File: config.mk
export PLATFORM = sky130hd
export DESIGN_NAME = fft_peak_detect
export DESIGN_NICKNAME = d
export VERILOG_FILES = /design/src/rtl/fft_pkg.sv /design/src/rtl/fft_mag_l1.sv /design/src/rtl/fft_peak_detect.sv
export SDC_FILE = /design/constraint.sdc
export NUM_CORES = 1
export LEC_CHECK = 0
export CAP_MARGIN = 20
export CORE_ASPECT_RATIO = 1.75
export CORE_MARGIN = 2
export CORE_UTILIZATION = 38
export DETAILED_ROUTE_END_ITERATION = 7
export PLACE_DENSITY = 0.62
export SETUP_SLACK_MARGIN = 0.4
export SLEW_MARGIN = 0
export SYNTH_ARGS = -nofsm -noshare
export SYNTH_HDL_FRONTEND = slang
export SYNTH_SLANG_ARGS = --single-unit
File: constraint.sdc
create_clock -name clk -period 2.7 [get_ports clk]
set_input_delay 0.27 -clock clk [delete_from_list [all_inputs] [get_ports clk]]
set_output_delay 0.27 -clock clk [all_outputs]
set_load 0.005 [all_outputs]
File: src/rtl/fft_pkg.sv
// Shared types and defaults for the FFT peak detector.
package fft_pkg;

    localparam int FFT_N_BINS = 64;
    localparam int FFT_DATA_W = 16;

    typedef enum logic [1:0] {
        IDLE  = 2'd0,
        ACCUM = 2'd1,
        FLUSH = 2'd2,
        DONE  = 2'd3
    } peak_state_t;

    typedef struct packed {
        logic signed [FFT_DATA_W-1:0] re;
        logic signed [FFT_DATA_W-1:0] im;
    } cplx_t;

endpackage

File: src/rtl/fft_mag_l1.sv
// Combinational L1 magnitude |re|+|im| of one complex bin.
// The most negative input maps to 2^(DATA_W-1) without saturation, and the
// extra output bit lets the largest possible sum 2^DATA_W fit exactly.
module fft_mag_l1 #(
    parameter int DATA_W = 16
) (
    input  logic [DATA_W-1:0] re,
    input  logic [DATA_W-1:0] im,
    output logic [DATA_W:0]   mag
);

    logic [DATA_W-1:0] abs_re;
    logic [DATA_W-1:0] abs_im;

    // two's-complement absolute value, unsigned result of the same width
    always_comb begin
        abs_re = re[DATA_W-1] ? (~re + DATA_W'(1)) : re;
        abs_im = im[DATA_W-1] ? (~im + DATA_W'(1)) : im;
        mag    = {1'b0, abs_re} + {1'b0, abs_im};
    end

endmodule

File: src/rtl/fft_peak_detect.sv
// Streaming peak detector for FFT output frames.
// Tracks the strongest L1-magnitude bin in the lower half-spectrum and
// reports it once per frame. Build option FFT_PEAK_DC_SKIP_EN excludes bin 0
// from the search (running index then starts at 1).
//
// state | meaning
// IDLE  | waiting for start; in_valid ignored
// ACCUM | consuming bins 0..N_BINS-1
// FLUSH | last bin is in the compare stage
// DONE  | running max final; result loaded into the output registers
module fft_peak_detect
    import fft_pkg::*;
#(
    parameter int N_BINS = FFT_N_BINS,
    parameter int DATA_W = FFT_DATA_W
) (
    input  logic                      clk,
    input  logic                      reset,
    input  logic                      start,
    input  logic                      in_valid,
    input  logic [2*DATA_W-1:0]       in_data,
    output logic                      busy,
    output logic                      peak_valid,
    output logic [$clog2(N_BINS)-1:0] peak_bin,
    output logic [DATA_W:0]           peak_mag
);

    localparam int IDX_W = $clog2(N_BINS);
    localparam logic [IDX_W-1:0] LAST_BIN = IDX_W'(N_BINS - 1);
`ifdef FFT_PEAK_DC_SKIP_EN
    localparam logic [IDX_W-1:0] RUN_IDX_INIT = IDX_W'(1);
`else
    localparam logic [IDX_W-1:0] RUN_IDX_INIT = '0;
`endif

    peak_state_t       state;
    peak_state_t       state_next;
    logic [IDX_W-1:0]  bin_cnt;
    logic              take_bin;
    logic [DATA_W:0]   mag_comb;

    logic              s1_valid;
    logic [IDX_W-1:0]  s1_bin;
    logic [DATA_W:0]   s1_mag;
    logic              s1_considered;

    logic [DATA_W:0]   run_max;
    logic [IDX_W-1:0]  run_idx;

    assign take_bin = (state == ACCUM) && in_valid;
    assign busy     = (state != IDLE);

    // upper half of the spectrum mirrors the lower half, so only MSB=0 bins compete
`ifdef FFT_PEAK_DC_SKIP_EN
    assign s1_considered = s1_valid && !s1_bin[IDX_W-1] && (s1_bin != '0);
`else
    assign s1_considered = s1_valid && !s1_bin[IDX_W-1];
`endif

    fft_mag_l1 #(.DATA_W(DATA_W)) u_mag (
        .re  (in_data[2*DATA_W-1:DATA_W]),
        .im  (in_data[DATA_W-1:0]),
        .mag (mag_comb)
    );

    // state register
    always_ff @(posedge clk) begin
        if (reset) state <= IDLE;
        else       state <= state_next;
    end

    // next-state logic; start restarts the frame from any state
    always_comb begin
        state_next = state;
        if (start) begin
            state_next = ACCUM;
        end else begin
            case (state)
                IDLE:    state_next = IDLE;
                ACCUM:   if (take_bin && (bin_cnt == LAST_BIN)) state_next = FLUSH;
                FLUSH:   state_next = DONE;
                DONE:    state_next = IDLE;
                default: state_next = IDLE;
            endcase
        end
    end

    // bin counter; wraps to 0 after the last bin
    always_ff @(posedge clk) begin
        if (reset || start) bin_cnt <= '0;
        else if (take_bin)  bin_cnt <= bin_cnt + IDX_W'(1);
    end

    // stage 1: register magnitude, index and valid; start discards any bin in flight
    always_ff @(posedge clk) begin
        if (reset || start) begin
            s1_valid <= 1'b0;
            s1_bin   <= '0;
            s1_mag   <= '0;
        end else begin
            s1_valid <= take_bin;
            s1_bin   <= bin_cnt;
            s1_mag   <= mag_comb;
        end
    end

    // stage 2: strict greater-than so ties keep the earlier (lower) index
    always_ff @(posedge clk) begin
        if (reset || start) begin
            run_max <= '0;
            run_idx <= RUN_IDX_INIT;
        end else if (s1_considered && (s1_mag > run_max)) begin
            run_max <= s1_mag;
            run_idx <= s1_bin;
        end
    end

    // result registers: loaded at the end of DONE, held until the next start
    always_ff @(posedge clk) begin
        if (reset || start) begin
            peak_valid <= 1'b0;
            peak_bin   <= '0;
            peak_mag   <= '0;
        end else begin
            peak_valid <= (state == DONE);
            if (state == DONE) begin
                peak_bin <= run_idx;
                peak_mag <= run_max;
            end
        end
    end

endmodule

==> results.md <==
- Routed Antenna Nets: 0
- Ys Warns: 0
- Power Total: between 3000 and 4000 uW
- Status: completed
- Skew-Pair Late Insertion Delay: about 0.34 ns
- Register Area: roughly 1600 um^2
- GRT Util Overall: 17.5%
- Synth top area share: between 30% and 40%
- Remaining Overflow, GRT: 0
- Initial antenna violation count: 0
- Row count: 51
- Worst path slowest cell: ha_1
- Initial DRC count: 160
- # port buffers: 60
- Cell accounting for the most synthesized area: dfxtp_1
- Core area: approximately 11000 um^2
- Boundary Pins: approximately 60
- Max-cap viol count: 0
- Avg Vias per Cell: just over 5
- Post-synthesis sequential area ratio: a little over a third
- Setup skew after layout: slightly above 0.007 ns
- Crit path DAT: approximately 2.5 ns
- Most frequent cells in the layout: dfxtp_1, buf_4, nor2_1, clkdlybuf4s50_1, ha_1
- Setup TNS: 0 ns
- Initial Util: roughly two fifths
- GPL Wtd Cong: ~0.83
- Async S/R FF share, synth: 0%
- Footprint of the multi-input gates: between 2000 and 3000 um^2
- Fmax achieved: 0.448 GHz
- CP dominant cell by count: o21ai_2
- Syn Inst Count: approximately 500
- Req. time, crit path: between 2 and 3 ns
- Final setup fails: 0
- Area of placed instances: approximately 5500 um^2
- Most common cell after layout, fill and taps aside: dfxtp_1
- Final Non-Filler Cells: 762
- Fin crit period: 2.23 ns
- Syn Area/Cell: about 8.6 um^2
- Root buf cell: clkbuf_16
- Top_reg_cell synth: dfxtp_1
- Largest net degree at the start of global routing: 38
- DRT Wirelength: approximately 11 mm
- Max-slew violations: 0
- CP startpoint kind: input pin
- Detailed Routing Iterations Pass 1: 4
- DP Cell Count: between 700 and 800
- DRC viols: 0
- Layout cells sized above 1: 25.1%
- Cell class contributing the biggest share of worst-path delay: compound AO/OA/AOI/OAI gates
- Crit path buf inv count: 1
- First-pass GRT wire length: about 18 mm
- Layout net count: between 700 and 800
- Routed WL per cell: 13.8 um
- ANT cells: 0
- Leak: approximately 0.0024 uW
- PwrDens: 557 nW/um^2
- CP max FO: 4
- CP cell instances: dlygate4sd2_1, nor3_4, nand2_2, o31ai_4, xnor2_1, ha_1, a21oi_2, o21ai_2, a21oi_4, and4b_1, o21ai_2, o211a_1
- Reg clk slew, reported paths: 0.06 ns
- Vias: 3936
- Die span in y: about 150 um
- Netlist cell types: between 40 and 50
- Seq cells post-synth: 79
- Vias in the first global route: between 4k and 5k
- CTS tree: done
- CP max stage delay: roughly 0.3 ns
- Fill cell count: 1035
- Die area: between 10000 and 15000 um^2
- Fin crit share: between 80% and 90%
- # hold bufs at CTS: 0
- CTS Sinks: 79
- Area delta synth->final: 43.7%
- Die W: 84.7 um
- Post-synth EDFFs: 0
- Hold Vio Cnt, Final: 0
- Hold crit path type: input pin to flip-flop
- Crit end category: flip-flop
- Post-detail-place hpwl: a little under 8 mm
- Area contributors post-synth: dfxtp_1, ha_1, xnor2_1
- CTS buffer count: 9
- Clock Path Buffers: 2
- Cell Area, Synth: roughly 4300 um^2
- Actual slew at the worst max-slew pin: 0.735 ns
- Final design instance area without fill: roughly 6200 um^2
- Max transition margin: between 50% and 60%
- Unrepaired setup endpoints after global routing: true
- H-tree levels: 3
- Max VDD drop: ~0.47 mV
- Post-synthesis net count: 578
- Kind of critical path: input pin to flip-flop
## layer usage
metal  up-vias  GRT usage [%]  wire length (um)
met5         -              0                 0
met4         0           8.41               342
met3        24           3.13               270
met2        77           34.6              6070
met1      1837           16.5              3820
li1       1998              -                 -
## stage by stage
| step | util, % | setup slack [ns] | hold WS (ns) |
|---|---|---|---|
| 2_1_floorplan | - | 0.447 | 0.339 |
| 5_1_grt | 56.0 | 0.353 | 0.449 |
| 4_1_cts | 54.3 | 0.403 | 0.454 |
| 6_report | 56.0 | 0.469 | 0.415 |
| 3_5_place_dp | 49.7 | -0.336 | 0.439 |
| 3_3_place_gp | 49.7 | -0.231 | 0.423 |
## repair_timing
| item | CTS | global route |
|---|---|---|
| pin swaps | 25 | 42 |
| buffers inserted | 4 | 3 |
| endpoints found under the setup margin | 11 | 28 |
| gates resized for setup | 69 | 62 |
## worst register-to-register path, stage by stage (launching register included)
cell	delay, ns
dfxtp_1	0.33
inv_1	0.06
ha_1	0.31
nand4_1	0.20
nor4_4	0.37
o21ai_1	0.15
a31oi_4	0.23
buf_12	0.22
nand3_1	0.10
o31ai_1	0.09
## where the power goes
part           internal (uW)  switching, uW
Combinational            477            496
Sequential              1200           20.3
Clock                    805            463
## layout make-up
type,count,share of cell area [%]
Multi-Input combinational cell,373,46.6
Sequential cell,79,25.4
Tap cell,132,2.66
Clock inverter,6,1.37
Inverter,29,1.75
Timing Repair Buffer,133,18.5
Clock buffer,10,3.68
## cell usage after synthesis (3+ instances only)
library cell	number
a21oi_1	25
dfxtp_1	79
inv_1	29
nand4_1	9
buf_1	3
xor2_1	7
nand2b_1	3
nor3_1	10
clkbuf_1	11
o31ai_1	27
xnor2_1	34
buf_6	3
and2_1	9
o21a_1	3
nand3_1	33
nor2_1	55
o21ai_0	25
mux2i_1	25
nand2_1	41
ha_1	40
a21o_1	4
## worst paths after layout
| kind | start | end | slack (ns) | cells after the start |
|---|---|---|---|---|
| max | in_data[4] | s1_mag[16] | 0.47 | 12 |
| min | in_data[16] | s1_mag[0] | 0.41 | 4 |
| max reg2reg | run_max[15] | run_max[3] | 0.53 | 9 |
| min reg2reg | s1_bin[2] | run_idx[2] | 0.45 | 2 |
## state kept, by name (all words and copies together) (netlist names)
signal / cells
peak_bin: 6
run_idx: 6
s1_valid: 1
s1_bin: 6
bin_cnt: 6
run_max: 17
peak_mag: 17
state: 2
peak_valid: 1
s1_mag: 17
## kinds of logic (layout without fill, tap and decap cells)
| kind of cell | Yosys count | after routing | share of synthesized area, % |
|---|---|---|---|
| DFF | 79 | 79 | 36.6 |
| xor gates and xnor gates | 41 | 41 | 8.30 |
| and+or+nand+nor | 169 | 169 | 18.1 |
| buffers and inverters | 49 | 178 | 4.92 |
| AOI/OAI and AO/OA | 97 | 97 | 14.3 |
| adders and majority gates | 41 | 41 | 12.0 |
| muxes | 25 | 25 | 5.79 |
No activity file was read; power rests on OpenSTA's default activity.
